**config.mk**
```make
export PLATFORM = sky130hd
export DESIGN_NAME = accumulator_bank
export DESIGN_NICKNAME = d
export VERILOG_FILES = /design/src/rtl/accumulator_bank.sv
export SDC_FILE = /design/constraint.sdc
export NUM_CORES = 1
export LEC_CHECK = 0
export ABC_CLOCK_PERIOD_IN_PS = 9800
export CORE_MARGIN = 5
export CORE_UTILIZATION = 35
export DETAILED_ROUTE_END_ITERATION = 10
export HOLD_SLACK_MARGIN = 0.08
export PLACE_DENSITY = 0.58
export SLEW_MARGIN = 20
export SYNTH_ARGS = -nofsm -noshare
export SYNTH_HDL_FRONTEND = slang
export SYNTH_SLANG_ARGS = --single-unit
```
**constraint.sdc**
```tcl
create_clock -name clk -period 9.8 [get_ports clk]
set_input_delay 1.96 -clock clk [delete_from_list [all_inputs] [get_ports clk]]
set_output_delay 1.96 -clock clk [all_outputs]
set_load 0.1 [all_outputs]
```
**src/rtl/accumulator_bank.sv**
```systemverilog
// ---------------------------------------------------------------------------
// accumulator_bank
//
// Bank of CHANNELS independent WIDTH-bit accumulators. Three operations can
// target the bank in any cycle:
//   SetBase  - load a channel with an absolute value
//   Add      - fixed-latency add: a+b is issued now and accumulated into the
//              target channel LATENCY cycles later (no backpressure)
//   Drain    - read-and-clear a channel through a pop/ready handshake
//
// Ports
//   clk, rst                 clock, asynchronous active-high reset
//   SetBase_valid_in         load request
//   SetBase_channel_in       channel to load
//   SetBase_base_in          value to load
//   Add_valid_in             add issue
//   Add_channel_in           channel to accumulate into
//   Add_a_in, Add_b_in       add operands
//   Add_result_out           accumulator value produced by a committing add,
//                            0 in cycles without a commit
//   Drain_empty_in           drain request source is empty
//   Drain_channel_in         channel to read and clear
//   Drain_rden_out           pop the request source (same cycle as fire)
//   Drain_rdy_in             consumer ready
//   Drain_valid_out          drained value valid
//   Drain_result_out         drained value, 0 when not firing
//
// SATURATE = 0 wraps all additions modulo 2^WIDTH; SATURATE = 1 clamps them
// to all-ones.
// ---------------------------------------------------------------------------
module accumulator_bank #(
    parameter int  WIDTH    = 32,
    parameter int  CHANNELS = 4,
    parameter int  LATENCY  = 3,
    parameter int  SATURATE = 0,
    localparam int CW       = (CHANNELS > 1) ? $clog2(CHANNELS) : 1
) (
    input  logic             clk,
    input  logic             rst,
    input  logic             SetBase_valid_in,
    input  logic [CW-1:0]    SetBase_channel_in,
    input  logic [WIDTH-1:0] SetBase_base_in,
    input  logic             Add_valid_in,
    input  logic [CW-1:0]    Add_channel_in,
    input  logic [WIDTH-1:0] Add_a_in,
    input  logic [WIDTH-1:0] Add_b_in,
    output logic [WIDTH-1:0] Add_result_out,
    input  logic             Drain_empty_in,
    input  logic [CW-1:0]    Drain_channel_in,
    output logic             Drain_rden_out,
    input  logic             Drain_rdy_in,
    output logic             Drain_valid_out,
    output logic [WIDTH-1:0] Drain_result_out
);

    // Shared adder used both for the operand sum and for accumulation, so the
    // wrap/clamp behaviour is identical on both.
    function automatic logic [WIDTH-1:0] add_op(input logic [WIDTH-1:0] x,
                                                input logic [WIDTH-1:0] y);
        logic [WIDTH:0] full;
        full = {1'b0, x} + {1'b0, y};
        if ((SATURATE != 0) && full[WIDTH]) begin
            return '1;
        end
        return full[WIDTH-1:0];
    endfunction

    logic [LATENCY-1:0] pipe_valid;
    logic [CW-1:0]      pipe_ch  [LATENCY];
    logic [WIDTH-1:0]   pipe_sum [LATENCY];

    logic [WIDTH-1:0]   acc      [CHANNELS];
    logic [WIDTH-1:0]   acc_next [CHANNELS];

    logic               commit_hit;
    logic [CW-1:0]      commit_ch;
    logic [WIDTH-1:0]   commit_value;
    logic               drain_fire;
    logic               drain_in_range;
    logic [WIDTH-1:0]   drain_value;

    // Add pipeline: the operand sum is formed at issue and carried with its
    // channel; the last stage is the commit point.
    always_ff @(posedge clk or posedge rst) begin
        if (rst) begin
            pipe_valid <= '0;
            for (int i = 0; i < LATENCY; i++) begin
                pipe_ch[i]  <= '0;
                pipe_sum[i] <= '0;
            end
        end else begin
            pipe_valid[0] <= Add_valid_in;
            pipe_ch[0]    <= Add_channel_in;
            pipe_sum[0]   <= add_op(Add_a_in, Add_b_in);
            for (int i = 1; i < LATENCY; i++) begin
                pipe_valid[i] <= pipe_valid[i-1];
                pipe_ch[i]    <= pipe_ch[i-1];
                pipe_sum[i]   <= pipe_sum[i-1];
            end
        end
    end

    // Commit and drain lookups. Channel matching is done by comparison
    // rather than indexing so that out-of-range channels simply find nothing:
    // the commit is dropped and a drain returns 0.
    always_comb begin
        commit_ch      = pipe_ch[LATENCY-1];
        commit_hit     = 1'b0;
        commit_value   = '0;
        drain_in_range = 1'b0;
        drain_value    = '0;
        for (int i = 0; i < CHANNELS; i++) begin
            if (commit_ch == CW'(i)) begin
                commit_hit   = pipe_valid[LATENCY-1] & ~rst;
                commit_value = add_op(acc[i], pipe_sum[LATENCY-1]);
            end
            if (Drain_channel_in == CW'(i)) begin
                drain_in_range = 1'b1;
                drain_value    = acc[i];
            end
        end
        // A drain sees an add committing to the same channel this cycle.
        if (commit_hit && (commit_ch == Drain_channel_in)) begin
            drain_value = commit_value;
        end
    end

    assign drain_fire       = ~rst & ~Drain_empty_in & Drain_rdy_in;
    assign Drain_rden_out   = drain_fire;
    assign Drain_valid_out  = drain_fire;
    assign Drain_result_out = (drain_fire && drain_in_range) ? drain_value : '0;

    // A same-cycle SetBase to the committing channel overrides the add, and
    // the reported result follows the value that will actually be stored.
    always_comb begin
        Add_result_out = '0;
        if (commit_hit) begin
            if (SetBase_valid_in && (SetBase_channel_in == commit_ch)) begin
                Add_result_out = SetBase_base_in;
            end else begin
                Add_result_out = commit_value;
            end
        end
    end

    // Next value per channel, highest priority first: SetBase, drain clear,
    // add commit, hold.
    always_comb begin
        for (int i = 0; i < CHANNELS; i++) begin
            acc_next[i] = acc[i];
            if (SetBase_valid_in && (SetBase_channel_in == CW'(i))) begin
                acc_next[i] = SetBase_base_in;
            end else if (drain_fire && (Drain_channel_in == CW'(i))) begin
                acc_next[i] = '0;
            end else if (commit_hit && (commit_ch == CW'(i))) begin
                acc_next[i] = commit_value;
            end
        end
    end

    // Accumulator storage.
    always_ff @(posedge clk or posedge rst) begin
        if (rst) begin
            for (int i = 0; i < CHANNELS; i++) begin
                acc[i] <= '0;
            end
        end else begin
            for (int i = 0; i < CHANNELS; i++) begin
                acc[i] <= acc_next[i];
            end
        end
    end

endmodule
```
# After elaboration in Yosys (flattened, before gate mapping)
# Index checks and enable logic that the tools add are counted.
# op_classes
n_addsub	5
eq_ne	11
n_mux	32
bitwise_logic	5
reduce_logical	22
# op_table
cell	n
$mux 32	24
$add 32x32->32	5
$logic_and 1x1->1	15
$eq 2x2->1 const B	6
$reduce_bool 3->1	4
$mux 1	8
$eq 2x1->1 const B	3
$logic_not 2->1	3
$eq 2x2->1	2
$and 1x1->1	3
$not 1->1	2
# totals
reg_bits	233
output_inout_bits	66
wordCells	86

# Logic depth before layout (Yosys ltp)
# Gate-level depths: netlist of run 1.
# logic_depth
word_depth	10
ltp_mapped	13

# Worst setup path after synthesis of run 1
# No wires, ideal clock.
# synth_path
kind	input to output
start	input port rst
end	output port Add_result_out[18]
arrival_ns	10.072
required_ns	7.840
setup_slack_ns	-2.232
cell_stages	6
path_buffers	1
path_cell_list	inv_1 -> nand2_1 -> clkbuf_1 -> nor2_1 -> nand2_1 -> o21ai_0
# synth_between
elab_chain_cells	7
# synth_rtl
item	line_no	rtl
start: declaration	39	input logic rst,
$not 1->1 *	114	commit_hit = pipe_valid[LATENCY-1] & ~rst;
$and 1x1->1 *	114	
$mux 1 (3 in series)	113	if (commit_ch == CW'(i)) begin
$mux 1 *	113	
$mux 32 *	137	if (commit_hit) begin
end: declaration	47	output logic [WIDTH-1:0] Add_result_out,
# Mark *: on every way between the ends. The rest lies on a longest branch, timed or not.

# Worst setup path after layout of run 1
# layout_path
start	register pipe_sum[1] (netlist name)
end	output port Drain_result_out[24]
# layout_between
elab_chain_cells	7
elab_cells_between_ends	10
cone_classes	add/sub (4); mux (6)
# layout_rtl
item	line_no	rtl
start: declaration	70	logic [WIDTH-1:0] pipe_sum [LATENCY];
start signal: indexed assignment	98	pipe_sum[i] <= pipe_sum[i-1];
$add 32x32->32	61	full = {1'b0, x} + {1'b0, y};
$mux 32 (3 in series)	113	
$mux 32 *	113	
$mux 32 *	123	if (commit_hit && (commit_ch == Drain_channel_in)) begin
$mux 32 *	131	assign Drain_result_out = (drain_fire && drain_in_range) ? drain_value : '0;
end: declaration	53	output logic [WIDTH-1:0] Drain_result_out
# Marks and branches as above.

==> results of run 1 <==
[sequential cells by signal (all words and copies together) (netlist names)]
| register | count |
|---|---|
| acc | 128 |
| commit_ch | 2 |
| pipe_valid | 3 |
| pipe_sum | 96 |
| pipe_ch | 4 |
[cell usage after synthesis, types with 8 or more instances]
master    instances  area share
nor3b_1          10      0.0041
nand2b_1         20      0.0069
o21ai_1          14      0.0038
nor2b_1          13      0.0045
a31oi_1          24      0.0082
xor2_1           38       0.018
xnor2_1          97       0.047
ha_1            155        0.11
or2_2             8      0.0027
and2_1           12      0.0041
a221oi_1         53       0.025
or3_1             8      0.0027
o21ai_0         139       0.038
buf_1            10      0.0021
nor3_1           30      0.0082
and3_1           23      0.0079
a21oi_1         167       0.046
a211oi_1         27       0.011
a21o_1           63       0.026
o31ai_1          15      0.0062
clkbuf_1         78       0.016
nand4_1          11      0.0038
nand2_1         165       0.034
o211ai_1         18      0.0074
mux4_2           46       0.057
o21bai_1         21      0.0087
inv_1            46      0.0095
nand3_1          56       0.015
nor2_1          208       0.043
a22oi_1          60       0.025
o21a_1           22      0.0091
a22o_1           14      0.0067
dfrtp_1         233        0.32
[metal layers]
metal	up-vias	GRT usage	routed length, um
met5	-	0	0
met4	0	0.0746	2270
met3	139	0.0641	7720
met2	955	0.389	32400
met1	8689	0.358	32100
li1	7958	-	-
[logic make-up (layout without fill, tap and decap cells)]
logic type | after synthesis | in the layout | synth area share
flip-flops | 233 | 233 | 0.320
AO/OA/AOI/OAI | 732 | 732 | 0.270
AND/OR/NAND/NOR | 584 | 584 | 0.146
buffers and inverters | 135 | 314 | 0.0280
XOR/XNOR | 135 | 135 | 0.0649
multiplexers | 48 | 48 | 0.0580
adder cells (fa/ha/maj) | 160 | 160 | 0.112
[per-stage QoR]
| stage | hold WS [ns] | util | std cells | cell area [um2] | setup slack [ns] |
|---|---|---|---|---|---|
| finish | 0.336 | 0.425 | 2886 | 21800 | 1.77 |
| global route | 0.344 | 0.425 | 2886 | 21800 | 1.69 |
| CTS | 0.338 | 0.425 | 2885 | 21800 | 2.02 |
| detailed placement | 0.335 | 0.404 | 2829 | 20800 | 2.06 |
| global placement | 0.331 | 0.404 | 2829 | 20800 | 2.06 |
| floorplan | 0.331 | - | 2027 | 18200 | 0.449 |
[final cells by class]
class / count / area share
Clock buffer: 36 / 0.0382
Clock inverter: 20 / 0.00951
Inverter: 46 / 0.00808
Multi-Input combinational cell: 1659 / 0.546
Sequential cell: 233 / 0.267
Tap cell: 680 / 0.0390
Timing Repair Buffer: 212 / 0.0926
[worst max-delay path: stages, from the launching register on]
cell and delay (ns):
dfrtp_1 0.60, fa_1 0.31, a21oi_1 0.09, o21ai_0 0.63, a21boi_0 0.39, nor4_2 0.61
nor4_1 0.15, o31ai_1 0.32, xnor2_1 0.19, a222oi_1 0.48, nand3_1 0.14, a21oi_1 0.36
clkdlybuf4s50_1 1.21
[final timing paths]
path                              start  slack [ns]  cells after the start              endpoint
hold reg to reg            pipe_sum[39]        0.34                      0           pipe_sum[7]
max in group asynchronous           rst        5.88                      4          pipe_sum[15]
setup / recovery            pipe_sum[1]        1.77                     12  Drain_result_out[24]
min in group asynchronous           rst        1.92                      2            pipe_ch[5]
hold / removal             pipe_sum[39]        0.34                      0           pipe_sum[7]
setup reg to reg            pipe_sum[1]        5.28                     11               acc[30]
[power by group through the flow]
stage / Clock, mW / Sequential [mW] / Combinational [mW]
final: 1.16 / 1.68 / 4.89
after global routing: 1.21 / 1.71 / 5.32
after CTS: 1.18 / 1.66 / 4.81
after detailed placement: 0 / 1.68 / 4.78
after global placement: 0 / 1.67 / 4.75
after floorplan: 0 / 1.48 / 3.60
==> results.json, run 1 <==
{
  "outcome": "completed",
  "clk_latency_ns": 0.60,
  "seq_area_um2": 5830,
  "finalCritPeriodShare": 0.819,
  "min_period_ns": 8.03,
  "htreeDepth": 1,
  "area_growth_syn_to_layout_pct": 19.9,
  "start_util": 0.354,
  "synth_fp_nets": 2295,
  "ir_worst_vdd_mv": 0.177,
  "clkSlewWorstSetupHoldPaths_ns": 0.07,
  "cts_tree": "done",
  "worstPathRequired_ns": 7.84,
  "power.leakage_nw": 9.21,
  "cts_buffer_depth": 3,
  "drcViolationCount": 0,
  "vias": 17741,
  "worst_slew_pin_slew_ns": 1.19,
  "fin_setup_tns_ns": 0,
  "grt_pass1_wl_um": 112000,
  "fmax_mhz": 125,
  "synthArstFlopShare": 1.00,
  "pwr-share-clk": 0.150,
  "slew_violations": 0,
  "wl_um": 74400,
  "final_cell_mix": "dfrtp_1 (233), nor2_1 (206), clkdlybuf4s50_1 (170), a21oi_1 (167), nand2_1 (165)",
  "drtAntennaViolNets": 0,
  "grt_pass1_vias": 17594,
  "die_y_um": 238,
  "hold_class": "reg -> reg",
  "syn_area_per_cell_um2": 8.98,
  "clock-root-buffer": "clkbuf_16",
  "syn_inst": 2027,
  "numCtsBuffers": 30,
  "syn_area_um2": 18200,
  "drtPass1Iterations": 6,
  "worstPathMaxFanout": 8,
  "diodes": 0,
  "critPathLaunchType": "register",
  "critical_path.endpoint_type": "output port",
  "synth_edf_count": 0,
  "die_w_um": 238,
  "clock_sinks": 233,
  "die-area_um2": 56700,
  "worstPathArrival_ns": 6.07,
  "core_area_um2": 51400,
  "design.portCount": 174,
  "final_hold_viol_count": 0,
  "finalClockSkew_ns": 0.0324,
  "p_switching_mw": 3.85,
  "gp_congestion": 1.03,
  "rows": 83,
  "portBuffers": 173,
  "postCtsSetupRepairBufs": 0,
  "post_cts_resized": 0,
  "synth-seq-area-share": 0.320,
  "p_int_mw": 3.89,
  "final_common_cell": "dfrtp_1",
  "via_per_inst": 6.15,
  "synth-seq-cells": 233,
  "p_per_area_nw_per_um2": 354,
  "grt_remaining_overflow": 0,
  "slew_headroom": 0.204,
  "maxCapViolCount": 0,
  "setup_viol": 0,
  "final.fill_count": 5049,
  "hpwl_um": 54900,
  "grt.total_usage": 0.254,
  "seq_power_share": 0.217,
  "cts-hold-fix-buffers": 0,
  "p_total_mw": 7.74,
  "rsz0062_at_grt": "no",
  "drtIter0Drc": 2054,
  "comb_power_share": 0.632,
  "grt_max_degree": 85,
  "p_sw_frac": 0.497,
  "ys_warn_count": 0,
  "drive_above_1_share": 0.0830,
  "wl_per_cell_um": 25.8,
  "crit_type": "reg -> out",
  "antenna_found_initial": 0,
  "multi_input_area_um2": 11900,
  "ys.flop_type": "dfrtp_1",
  "nets": 2450,
  "ys_types": 75
}
No activity file was read; power rests on OpenSTA's default activity.
==> inputs of run 2 (changes only) <==
--- a/config.mk
+++ b/config.mk
@@ -5,7 +5,7 @@
 export SDC_FILE = /design/constraint.sdc
 export NUM_CORES = 1
 export LEC_CHECK = 0
-export ABC_CLOCK_PERIOD_IN_PS = 9800
+export ABC_CLOCK_PERIOD_IN_PS = 6500
 export CORE_MARGIN = 5
 export CORE_UTILIZATION = 35
 export DETAILED_ROUTE_END_ITERATION = 10
==> constraint.sdc (replaced) <==
create_clock -name clk -period 6.5 [get_ports clk]
set_input_delay 1.3 -clock clk [delete_from_list [all_inputs] [get_ports clk]]
set_output_delay 1.3 -clock clk [all_outputs]
set_load 0.1 [all_outputs]
==> results.json, run 2 (synthesis gave the netlist of run 1 again) <==
{
  "outcome": "completed",
  "core_area_um2": 51400,
  "drtIter0Drc": 1699,
  "drtPass1Iterations": 5,
  "drcViolationCount": 0,
  "area_growth_syn_to_layout_pct": 21.1,
  "min_from": "pipe_sum[49]",
  "clock-root-buffer": "clkbuf_16",
  "clk_latency_ns": 0.58,
  "fin_util": 0.429,
  "worstPathRequired_ns": 5.20,
  "gp_congestion": 1.03,
  "design.portCount": 174,
  "min_period_ns": 6.15,
  "maxCapViolCount": 0,
  "critPathLaunchType": "register",
  "worstPathMaxFanout": 6,
  "final_cells": 2887,
  "seq_area_um2": 5830,
  "cts_buffer_depth": 3,
  "fmax_mhz": 163,
  "finalCritPeriodShare": 0.946,
  "grt_max_degree": 162,
  "p_per_area_nw_per_um2": 537,
  "cts_tree": "done",
  "r2r-start": "pipe_sum[0]",
  "final.fill_count": 5055,
  "diodes": 0,
  "rsz0062_at_grt": "no",
  "final_cell_mix": "dfrtp_1 (233), nor2_1 (203), nand2_1 (164), a21oi_1 (155), ha_1 (155)",
  "setup_viol": 0,
  "grt.total_usage": 0.265,
  "final_area_um2": 22100,
  "critical_path.endpoint_type": "output port",
  "fin_setup_tns_ns": 0,
  "grt_pass1_vias": 17747,
  "rows": 83,
  "drtAntennaViolNets": 0,
  "postPlaceCellArea_um2": 21000,
  "regMostFlops": "acc",
  "vias": 17982,
  "largest_reg_flops": 128,
  "clock_sinks": 233,
  "worstPathArrival_ns": 4.85,
  "crit_type": "reg -> out",
  "worst_slew_pin_slew_ns": 1.28,
  "portBuffers": 173,
  "die-area_um2": 56700,
  "antenna_found_initial": 3,
  "worstRegToRegCells": 13,
  "finalClockSkew_ns": 0.0174,
  "slew_headroom": 0.147,
  "whs_path_depth": 0,
  "wl_per_cell_um": 26.9,
  "ir_worst_vdd_mv": 0.226,
  "final_hold_viol_count": 0,
  "reg2reg_slack_ns": 2.26,
  "multi_input_area_um2": 12100,
  "wl_um": 77800,
  "reg2reg_to": "acc[118]",
  "place_inst": 2832,
  "power.leakage_nw": 9.42,
  "largest_registers": "acc x128, pipe_sum x96, pipe_ch x4",
  "die_w_um": 238,
  "die_y_um": 238,
  "hold_class": "reg -> reg",
  "via_per_inst": 6.23,
  "cts-hold-fix-buffers": 0,
  "grt_remaining_overflow": 0,
  "drive_above_1_share": 0.121,
  "clkSlewWorstSetupHoldPaths_ns": 0.06,
  "slew_violations": 0,
  "min_to": "pipe_sum[17]",
  "hpwl_um": 58300,
  "start_util": 0.354,
  "htreeDepth": 1,
  "final_common_cell": "dfrtp_1",
  "nets": 2452,
  "holdWs_ns": 0.339,
  "numCtsBuffers": 29,
  "grt_pass1_wl_um": 116000
}
-- run 2: cell count changes in the layout (fill, tap and decap cells not counted), moves of 4 or more --
cell,delta
clkdlybuf4s50_1,-65
a21oi_4,+9
buf_12,+16
nor3_1,-4
nor3_2,+4
a21oi_1,-12
buf_4,+54
-- run 2: through the flow --
step,power (mW),worst slack (ns)
after detailed placement,9.96,0.908
final,11.8,0.352
after global routing,12.6,0.0244
after global placement,9.95,0.963
after CTS,11.7,0.243
after floorplan,7.74,-0.714
-- run 2: metal layers --
layer / routed length [um] / GRT usage / part of all wire / vias up
met2: 34200 / 0.407 / 0.44 / 957
met4: 2050 / 0.0730 / 0.026 / 2
li1: - / - / - / 7969
met3: 7280 / 0.0569 / 0.094 / 139
met1: 34200 / 0.380 / 0.44 / 8915
met5: 20 / 0 / 0.00026 / -
-- run 2: worst max path at each step --
stage | start | end | slack [ns]
after floorplan | rst | Add_result_out[26] | -0.71
after global placement | pipe_sum[0] | Drain_result_out[22] | 0.96
after detailed placement | pipe_sum[0] | Drain_result_out[18] | 0.91
after CTS | pipe_sum[0] | Drain_result_out[18] | 0.24
after global routing | pipe_sum[1] | Drain_result_out[22] | 0.02
final | pipe_sum[0] | Drain_result_out[22] | 0.35
-- run 2: power breakdown --
group	internal [mW]	total (mW)	switching [mW]
sequential	1.94	2.53	0.591
clock	1.02	1.71	0.691
combinational	2.94	7.61	4.66
total	5.90	11.8	5.94
-- run 2: area by class of cell --
| type | count | area share |
|---|---|---|
| Clock inverter | 18 | 0.0101 |
| Inverter | 46 | 0.00800 |
| Timing Repair Buffer | 215 | 0.0939 |
| Sequential cell | 233 | 0.264 |
| Multi-Input combinational cell | 1659 | 0.550 |
| Tap cell | 680 | 0.0386 |
| Clock buffer | 36 | 0.0354 |
-- run 2: repair_timing --
action                                  CTS  global route
setup buffers                             0             1
gates resized for setup                   0             1
endpoints found under the setup margin    0             2
-- run 2: critical path, cell delays in order (launching register included) --
cell and delay (ns):
dfrtp_1 0.42, ha_1 0.24, fa_1 0.26, a21oi_1 0.11, o21ai_0 0.47, a21boi_0 0.22
buf_4 0.21, o21ba_2 0.26, o21ai_0 0.62, xor2_1 0.36, a22oi_1 0.15, o211ai_1 0.36
nand2_1 0.10, a21oi_1 0.18, buf_4 0.31
